==> config.mk <==
export PLATFORM = sky130hd
export DESIGN_NAME = sq_drain_ctrl
export DESIGN_NICKNAME = d
export VERILOG_FILES = /design/src/rtl/sq_drain_ctrl.sv
export SDC_FILE = /design/constraint.sdc
export NUM_CORES = 1
export LEC_CHECK = 0
export CORE_ASPECT_RATIO = 1.75
export CORE_MARGIN = 2
export CORE_UTILIZATION = 30
export CTS_BUF_LIST = sky130_fd_sc_hd__clkbuf_16
export CTS_CLUSTER_DIAMETER = 150
export DETAILED_ROUTE_END_ITERATION = 7
export PLACE_DENSITY_LB_ADDON = 0.3
export SYNTH_ARGS = -nofsm -noshare
export SYNTH_HDL_FRONTEND = slang
export SYNTH_SLANG_ARGS = --single-unit
==> constraint.sdc <==
create_clock -name clk_i -period 2.3 [get_ports clk_i]
set_input_delay 0.46 -clock clk_i [delete_from_list [all_inputs] [get_ports clk_i]]
set_output_delay 0.46 -clock clk_i [all_outputs]
set_load 0.05 [all_outputs]
==> src/rtl/sq_drain_ctrl.sv <==
// Store-queue drain controller: turns ROB store retirements into credits and drains SQ head
// entries to the D-cache write port in program order. Optional watchdog: SQ_DRAIN_TIMEOUT_EN.
module sq_drain_ctrl #(
  parameter int ROB_IDX_WIDTH = 6,
  parameter int ADDR_WIDTH    = 32,
  parameter int DATA_WIDTH    = 32,
  parameter int SQ_DEPTH      = 16,
  parameter int COMMIT_WIDTH  = 2,
  parameter int TIMEOUT_CYC   = 256
) (
  input  logic                             clk_i,
  input  logic                             rst_i,
  input  logic [$clog2(COMMIT_WIDTH+1)-1:0] commit_store_cnt_i,
  input  logic                             sq_head_valid_i,
  input  logic [ROB_IDX_WIDTH-1:0]         sq_head_rob_tag_i,
  input  logic [ADDR_WIDTH-1:0]            sq_head_addr_i,
  input  logic [DATA_WIDTH-1:0]            sq_head_data_i,
  input  logic [DATA_WIDTH/8-1:0]          sq_head_be_i,
  output logic                             sq_pop_valid_o,
  output logic                             dc_req_valid_o,
  input  logic                             dc_req_ready_i,
  output logic [ADDR_WIDTH-1:0]            dc_req_addr_o,
  output logic [DATA_WIDTH-1:0]            dc_req_data_o,
  output logic [DATA_WIDTH/8-1:0]          dc_req_be_o,
  output logic [ROB_IDX_WIDTH-1:0]         dc_req_rob_tag_o,
  input  logic                             dc_resp_valid_i,
  output logic [$clog2(SQ_DEPTH+1)-1:0]    pending_cnt_o,
  output logic                             flush_safe_o,
  output logic [31:0]                      drained_cnt_o,
`ifdef SQ_DRAIN_TIMEOUT_EN
  output logic                             timeout_o,
`endif
  output logic [1:0]                       fsm_state_o
);

  localparam int PEND_W = $clog2(SQ_DEPTH+1);

  // Handshake: a request transfers on a cycle where dc_req_valid_o && dc_req_ready_i; valid is
  // never retracted before that. dc_resp_valid_i is honoured only in WAIT_RESP, at least one
  // cycle after the transfer, and causes a single-cycle sq_pop_valid_o.
  typedef enum logic [1:0] {
    IDLE      = 2'd0,
    REQ       = 2'd1,
    WAIT_RESP = 2'd2
  } state_t;

  if (DATA_WIDTH % 8 != 0) begin : g_bad_data_width
    $error("DATA_WIDTH must be a multiple of 8");
  end
  if (TIMEOUT_CYC < 1) begin : g_bad_timeout
    $error("TIMEOUT_CYC must be at least 1");
  end

  state_t            state_q, state_d;
  logic [PEND_W-1:0] pending_q;
  logic [PEND_W:0]   pend_sum;
  logic [31:0]       drained_q;
  logic              pop;
  logic              timeout_hit;

  assign pop            = (state_q == WAIT_RESP) && dc_resp_valid_i;
  assign pend_sum       = {1'b0, pending_q} + (PEND_W+1)'(commit_store_cnt_i)
                          - (PEND_W+1)'(pop);
  assign sq_pop_valid_o = pop;
  assign dc_req_valid_o = (state_q == REQ);

  // Payload is forced to zero outside REQ so nothing stale leaks onto the port.
  assign dc_req_addr_o    = dc_req_valid_o ? sq_head_addr_i    : '0;
  assign dc_req_data_o    = dc_req_valid_o ? sq_head_data_i    : '0;
  assign dc_req_be_o      = dc_req_valid_o ? sq_head_be_i      : '0;
  assign dc_req_rob_tag_o = dc_req_valid_o ? sq_head_rob_tag_i : '0;

  assign pending_cnt_o = pending_q;
  assign flush_safe_o  = (pending_q == '0) && (state_q == IDLE);
  assign drained_cnt_o = drained_q;
  assign fsm_state_o   = state_q;

`ifdef SQ_DRAIN_TIMEOUT_EN
  localparam int WD_W = $clog2(TIMEOUT_CYC+1);
  logic [WD_W-1:0] wd_q;

  assign timeout_hit = (state_q == WAIT_RESP) && !dc_resp_valid_i
                       && (wd_q == WD_W'(TIMEOUT_CYC-1));
  assign timeout_o   = timeout_hit;

  always_ff @(posedge clk_i) begin
    if (rst_i) begin
      wd_q <= '0;
    end else if (state_q != WAIT_RESP) begin
      wd_q <= '0;
    end else if (!timeout_hit) begin
      wd_q <= wd_q + WD_W'(1);
    end
  end
`else
  assign timeout_hit = 1'b0;
`endif

  always_comb begin
    state_d = state_q;
    case (state_q)
      IDLE: begin
        if (pending_q != '0 && sq_head_valid_i) state_d = REQ;
      end
      REQ: begin
        if (dc_req_ready_i) state_d = WAIT_RESP;
      end
      WAIT_RESP: begin
        if (dc_resp_valid_i) begin
          state_d = (pend_sum != '0 && sq_head_valid_i) ? REQ : IDLE;
        end else if (timeout_hit) begin
          state_d = REQ;
        end
      end
      default: state_d = IDLE;
    endcase
  end

  always_ff @(posedge clk_i) begin
    if (rst_i) begin
      state_q   <= IDLE;
      pending_q <= '0;
      drained_q <= '0;
    end else begin
      state_q   <= state_d;
      pending_q <= pend_sum[PEND_W-1:0];
      if (pop) drained_q <= drained_q + 32'd1;
    end
  end

  a_credit_range: assert property (@(posedge clk_i) disable iff (rst_i)
    pend_sum <= (PEND_W+1)'(SQ_DEPTH));
  a_no_pop_empty: assert property (@(posedge clk_i) disable iff (rst_i)
    !(pop && pending_q == '0));

endmodule

# After elaboration in Yosys (flattened, before gate mapping)
# Cells that the tools add are included.
[totals]
regBits = 39
in_bits = 81
out_inout_bits = 116
[op_classes]
n_addsub = 3
eq_ne = 5
mux = 9
n_reduce_logical = 9
[op_table]
columns = ["operator", "count"]
rows = [
  ["32-bit 2-to-1 mux", 2],
  ["32-bit by 1-bit adder with 32-bit output (second input constant)", 1],
  ["5-bit by 2-bit adder with 6-bit output", 1],
  ["2-bit 2-to-1 mux", 3],
  ["6-bit 2-to-1 mux", 1],
  ["2-bit case mux with 3 select lines", 1],
  ["6-bit nonzero test", 1],
  ["6-bit by 1-bit subtractor with 6-bit output", 1],
  ["5-bit logical NOT", 1],
  ["5-bit nonzero test", 1],
  ["1-bit logical AND", 4],
  ["4-bit 2-to-1 mux", 1],
  ["2-bit by 1-bit != test with 1-bit output (second input constant)", 2],
  ["3-bit AND reduction", 1],
  ["2-bit by 1-bit == test with 1-bit output (second input constant)", 1],
  ["2-bit == test (second input constant)", 1],
  ["2-bit logical NOT", 1],
  ["2-bit != test (second input constant)", 1],
  ["1-bit 2-to-1 mux", 1],
]

# Logic depth before layout (Yosys ltp)
[logic_depth]
word_depth = 8
depth_mapped = 13

# Worst setup path after synthesis
# No wires, ideal clock.
[synth_timing]
path_kind = "register to register"
from = "reg state_q[1] (netlist: fsm_state_o[1])"
to = "reg state_q[0] (netlist: fsm_state_o[0])"
arrival_ns = 3.059
required_time_ns = 2.166
setup_slack_ns = -0.893
stages_incl_launch_ff = 14
period_less_slack_ns = 3.193
path_cell_list = "dfxtp_1 -> buf_2 -> nand3b_4 -> inv_1 -> ha_1 -> inv_1 -> ha_1 -> inv_1 -> fa_1 -> nor2b_1 -> o31ai_1 -> xnor2_1 -> o41ai_1 -> a211oi_1"
[synth_between]
elab_chain_cells = 8
word_cells_on_any_way = 14
cone_classes = "add/sub (1); eq/ne (5); mux (3); reduce/logical (5)"
[synth_lines]
columns = ["item", "line_no", "rtl"]
rows = [
  ["start, declared", "54", "state_t state_q, state_d;"],
  ["start signal, assigned", "125", "state_q <= state_d;"],
  ["2-bit == test", "61", "assign pop = (state_q == WAIT_RESP) && dc_resp_valid_i;"],
  ["1-bit logical AND", "61", ""],
  ["via sq_pop_valid_o", "19", "output logic sq_pop_valid_o,"],
  ["6-bit by 1-bit subtractor with 6-bit output", "63", "- (PEND_W+1)'(pop);"],
  ["6-bit nonzero test", "110", "state_d = (pend_sum != '0 && sq_head_valid_i) ? REQ : IDLE;"],
  ["1-bit logical AND", "110", ""],
  ["1-bit 2-to-1 mux", "110", ""],
  ["2-bit 2-to-1 mux", "109", "if (dc_resp_valid_i) begin"],
  ["2-bit case mux with 3 select lines", "101", "case (state_q)"],
]
# The timed path passes the listed nets, and every way through them passes these cells. The select of a mux whose other input is x is not followed.
# A chain may end at the register's enable or synchronous reset.

# Final worst setup path
[layout_timing]
from = "reg state_q[0] (netlist: fsm_state_o[0])"
to = "reg state_q[0] (netlist: fsm_state_o[0])"
[layout_between]
elab_chain_cells = 8
word_cells_on_any_way = 14
cone_classes = "add/sub (1); eq/ne (5); mux (3); reduce/logical (5)"
[layout_lines]
columns = ["item", "line_no"]
rows = [
  ["2-bit == test", "61, 101"],
  ["1-bit logical AND", "61"],
  ["6-bit by 1-bit subtractor with 6-bit output", "63"],
  ["6-bit nonzero test", "110"],
  ["1-bit logical AND", "110"],
  ["1-bit 2-to-1 mux", "110"],
  ["2-bit 2-to-1 mux", "109"],
  ["2-bit case mux with 3 select lines", "101"],
]
# Parallel ways exist; a longest one is shown, timed or not. The select of a mux whose other input is x is not followed.

==> impl_metrics.json <==
{
  "status": "complete, but fails checks",
  "violations": "negative setup slack",
  "max_cap_violations": 0,
  "cts-root-buf": "clkbuf_16",
  "worstHoldPathType": "register to register",
  "slew_headroom_pct": 64.1,
  "p_clk_share_pct": 18.0,
  "finalSetupTns_ns": -0.0508,
  "design_area_mm2": 0.00570,
  "synth_area_leader_cell": "dfxtp_1",
  "power_density_mw_per_mm2": 751,
  "p_seq_share_pct": 17.8,
  "ys_seq_area_share_pct": 31.5,
  "routed_wl_mm": 10.7,
  "cp-start-kind": "register",
  "placedCellCount": 600,
  "p_switching_mw": 1.77,
  "antennaDiodeCount": 0,
  "rsz0062_at_grt": "yes",
  "dpl-instance-area_mm2": 0.00544,
  "grt_max_degree": 46,
  "cts_buffers": 5,
  "htreeDepth": 2,
  "ios": 197,
  "nets": 611,
  "critPathKind": "register to register",
  "synthTopCellsByCount": "75 x and2_1, 42 x nor2_1, 39 x dfxtp_1, 24 x xor2_1, 16 x inv_1",
  "clk_latency_ns": 0.28,
  "final_cell_count_no_fill": 611,
  "synthArstFlopShare_pct": 0,
  "yosys_warnings": 0,
  "ant_nets": 0,
  "arrival_ns": 2.51,
  "dieArea_mm2": 0.00904,
  "place_congestion": 0.928,
  "synth_area_per_cell_um2": 7.90,
  "io_buffers": 196,
  "place_hpwl_mm": 8.90,
  "synth.distinct_cells": 38,
  "syn_nets": 405,
  "antenna_found_initial": 0,
  "die_h_um": 124,
  "hold_viol": 0,
  "grt_pass1_wl_mm": 16.4,
  "path_cells": "nand3b_4 > clkinvlp_4 > ha_4 > inv_2 > ha_4 > inv_2 > fa_2 > nor2b_4 > o31ai_4 > xnor2_2 > o41ai_2 > a211oi_1",
  "fin_util_pct": 71.5,
  "end_kind": "register",
  "synth_ff_type": "dfxtp_1",
  "fin_crit_ns": 2.35,
  "crit_path_max_incr_delay_ns": 0.37,
  "wire_per_inst_um": 17.6,
  "hold_buffers": 0,
  "p_comb_share_pct": 64.2,
  "period_share_pct": 102,
  "die_x_um": 72.7,
  "initial_core_util_pct": 31.1,
  "skew_ns": 0.00588,
  "clk_pin_slew_ns": 0.06,
  "track_usage_pct": 23.2,
  "p_leak_nw": 2.28,
  "syn2layout_area_growth_pct": 130,
  "avgViaCountPerCell": 4.93,
  "clock-sinks": 39,
  "core_area_mm2": 0.00796,
  "dr.first_iter.drc_count": 151,
  "grt_pass1_vias": 3052,
  "overflow": 0,
  "slew_viol_final": 0,
  "worst_slew_pin_slew_ns": 0.537,
  "netlist_area_mm2": 0.00248,
  "rows": 43,
  "worst_slack_ns": -0.0508,
  "cp_slowest_cell": "fa_2",
  "setup_viol": 1,
  "swShare_pct": 41.4,
  "syn_inst": 314,
  "crit_fanout": 2,
  "internal_power_mw": 2.51,
  "ir_drop_v": 0.000672,
  "required_ns": 2.46,
  "fmax_ghz": 0.425,
  "yosysMostFrequentCell": "and2_1",
  "synth-seq-cells": 39,
  "drc_errors": 0,
  "cts_tree": "yes",
  "dr_total_vias": 3013,
  "yosys-top-cells-area": "dfxtp_1 31%, and2_1 19%, xor2_1 8.5%",
  "clk_path_buf_depth": 2,
  "drtPass1Iterations": 4,
  "drive_gt1_share_pct": 24.6,
  "synth_edf_count": 0,
  "synth_top_area_share_pct": 31.5
}
[cells by family after synthesis]
logic type | count (synthesis) | synth area share [%]
AOI/OAI and AO/OA | 11 | 3.08
DFF | 39 | 31.5
muxes | 2 | 0.858
adders and majority gates | 10 | 5.35
buffers and inverters | 32 | 5.05
xor gates and xnor gates | 32 | 11.3
and+or+nand+nor | 188 | 42.9
[final timing paths]
kind	slack, ns	depth (start not counted)	endpoint	start
max	-0.05	12	fsm_state_o[0]	fsm_state_o[0]
max reg2reg	-0.05	12	fsm_state_o[0]	fsm_state_o[0]
min reg2reg	0.56	2	drained_cnt_o[26]	drained_cnt_o[26]
min	0.56	2	drained_cnt_o[26]	drained_cnt_o[26]
[final cells by class]
cell class,count,area [µm²]
repair buffers,215,2890
multi-input cells,243,1680
clock inverters,3,38.8
fillers,564,2270
inverters,16,63.8
flip-flops and latches,39,788
clock buffers,5,125
well taps,90,113
[metrics by stage]
step | hold WS [ns] | power, mW | setup slack [ns]
3_5_place_dp | 0.542 | 3.33 | -0.660
4_1_cts | 0.558 | 4.17 | -0.0457
5_1_grt | 0.575 | 4.44 | -0.146
6_report | 0.556 | 4.28 | -0.0508
3_3_place_gp | 0.502 | 3.27 | -0.529
2_1_floorplan | 0.596 | 2.09 | -0.412
[timing repair]
action,in CTS,in global routing
pin swaps,3,3
resized for setup,10,5
cloned,0,0
buffers inserted,1,2
endpoints found under the setup margin,1,14
[critical path: cells and delay by family (launching register included)]
kind | cells | cell delay (ns)
fa+ha+maj | 3 | 0.70
flops | 1 | 0.35
simple gates | 2 | 0.29
compound gates | 3 | 0.53
buf+inv | 3 | 0.19
xor+xnor | 1 | 0.16
[power groups by stage]
stage | logic, mW | registers (mW) | clock network [mW]
floorplan | 1.20 | 0.889 | 0
detailed placement | 2.56 | 0.773 | 0
CTS | 2.63 | 0.760 | 0.784
global placement | 2.50 | 0.770 | 0
finish | 2.75 | 0.760 | 0.771
global route | 2.87 | 0.763 | 0.812
[per-layer routing]
| metal | part of all wire (%) | wire [µm] | track usage, % | vias up |
|---|---|---|---|---|
| met5 | 0 | 0 | 0 | - |
| met4 | 1.8 | 197 | 6.21 | 0 |
| met3 | 12 | 1240 | 9.06 | 13 |
| met2 | 55 | 5940 | 44.6 | 167 |
| met1 | 31 | 3350 | 21.5 | 1407 |
| li1 | - | - | - | 1426 |
[placed cells by master (no fill, tap or decap), types with 5 or more instances in the layout]
cell type        instances
nand3_1                 11
buf_4                   18
nor2_1                  42
xor2_1                  23
nor3_1                   5
and3_1                   5
and2_1                  74
clkbuf_16                5
buf_12                  78
dfxtp_1                 37
nand2_1                 15
ha_1                     6
nand4_1                 13
clkdlybuf4s50_1        118
xnor2_1                  7
nor2b_1                  5
inv_1                   13
[sequential cells by signal, summed over array words and instances, names as in the netlist]
| signal | count |
|---|---|
| drained_cnt_o | 32 |
| pending_cnt_o | 5 |
| fsm_state_o | 2 |
Note: power is estimated with default switching activity, not from simulation.
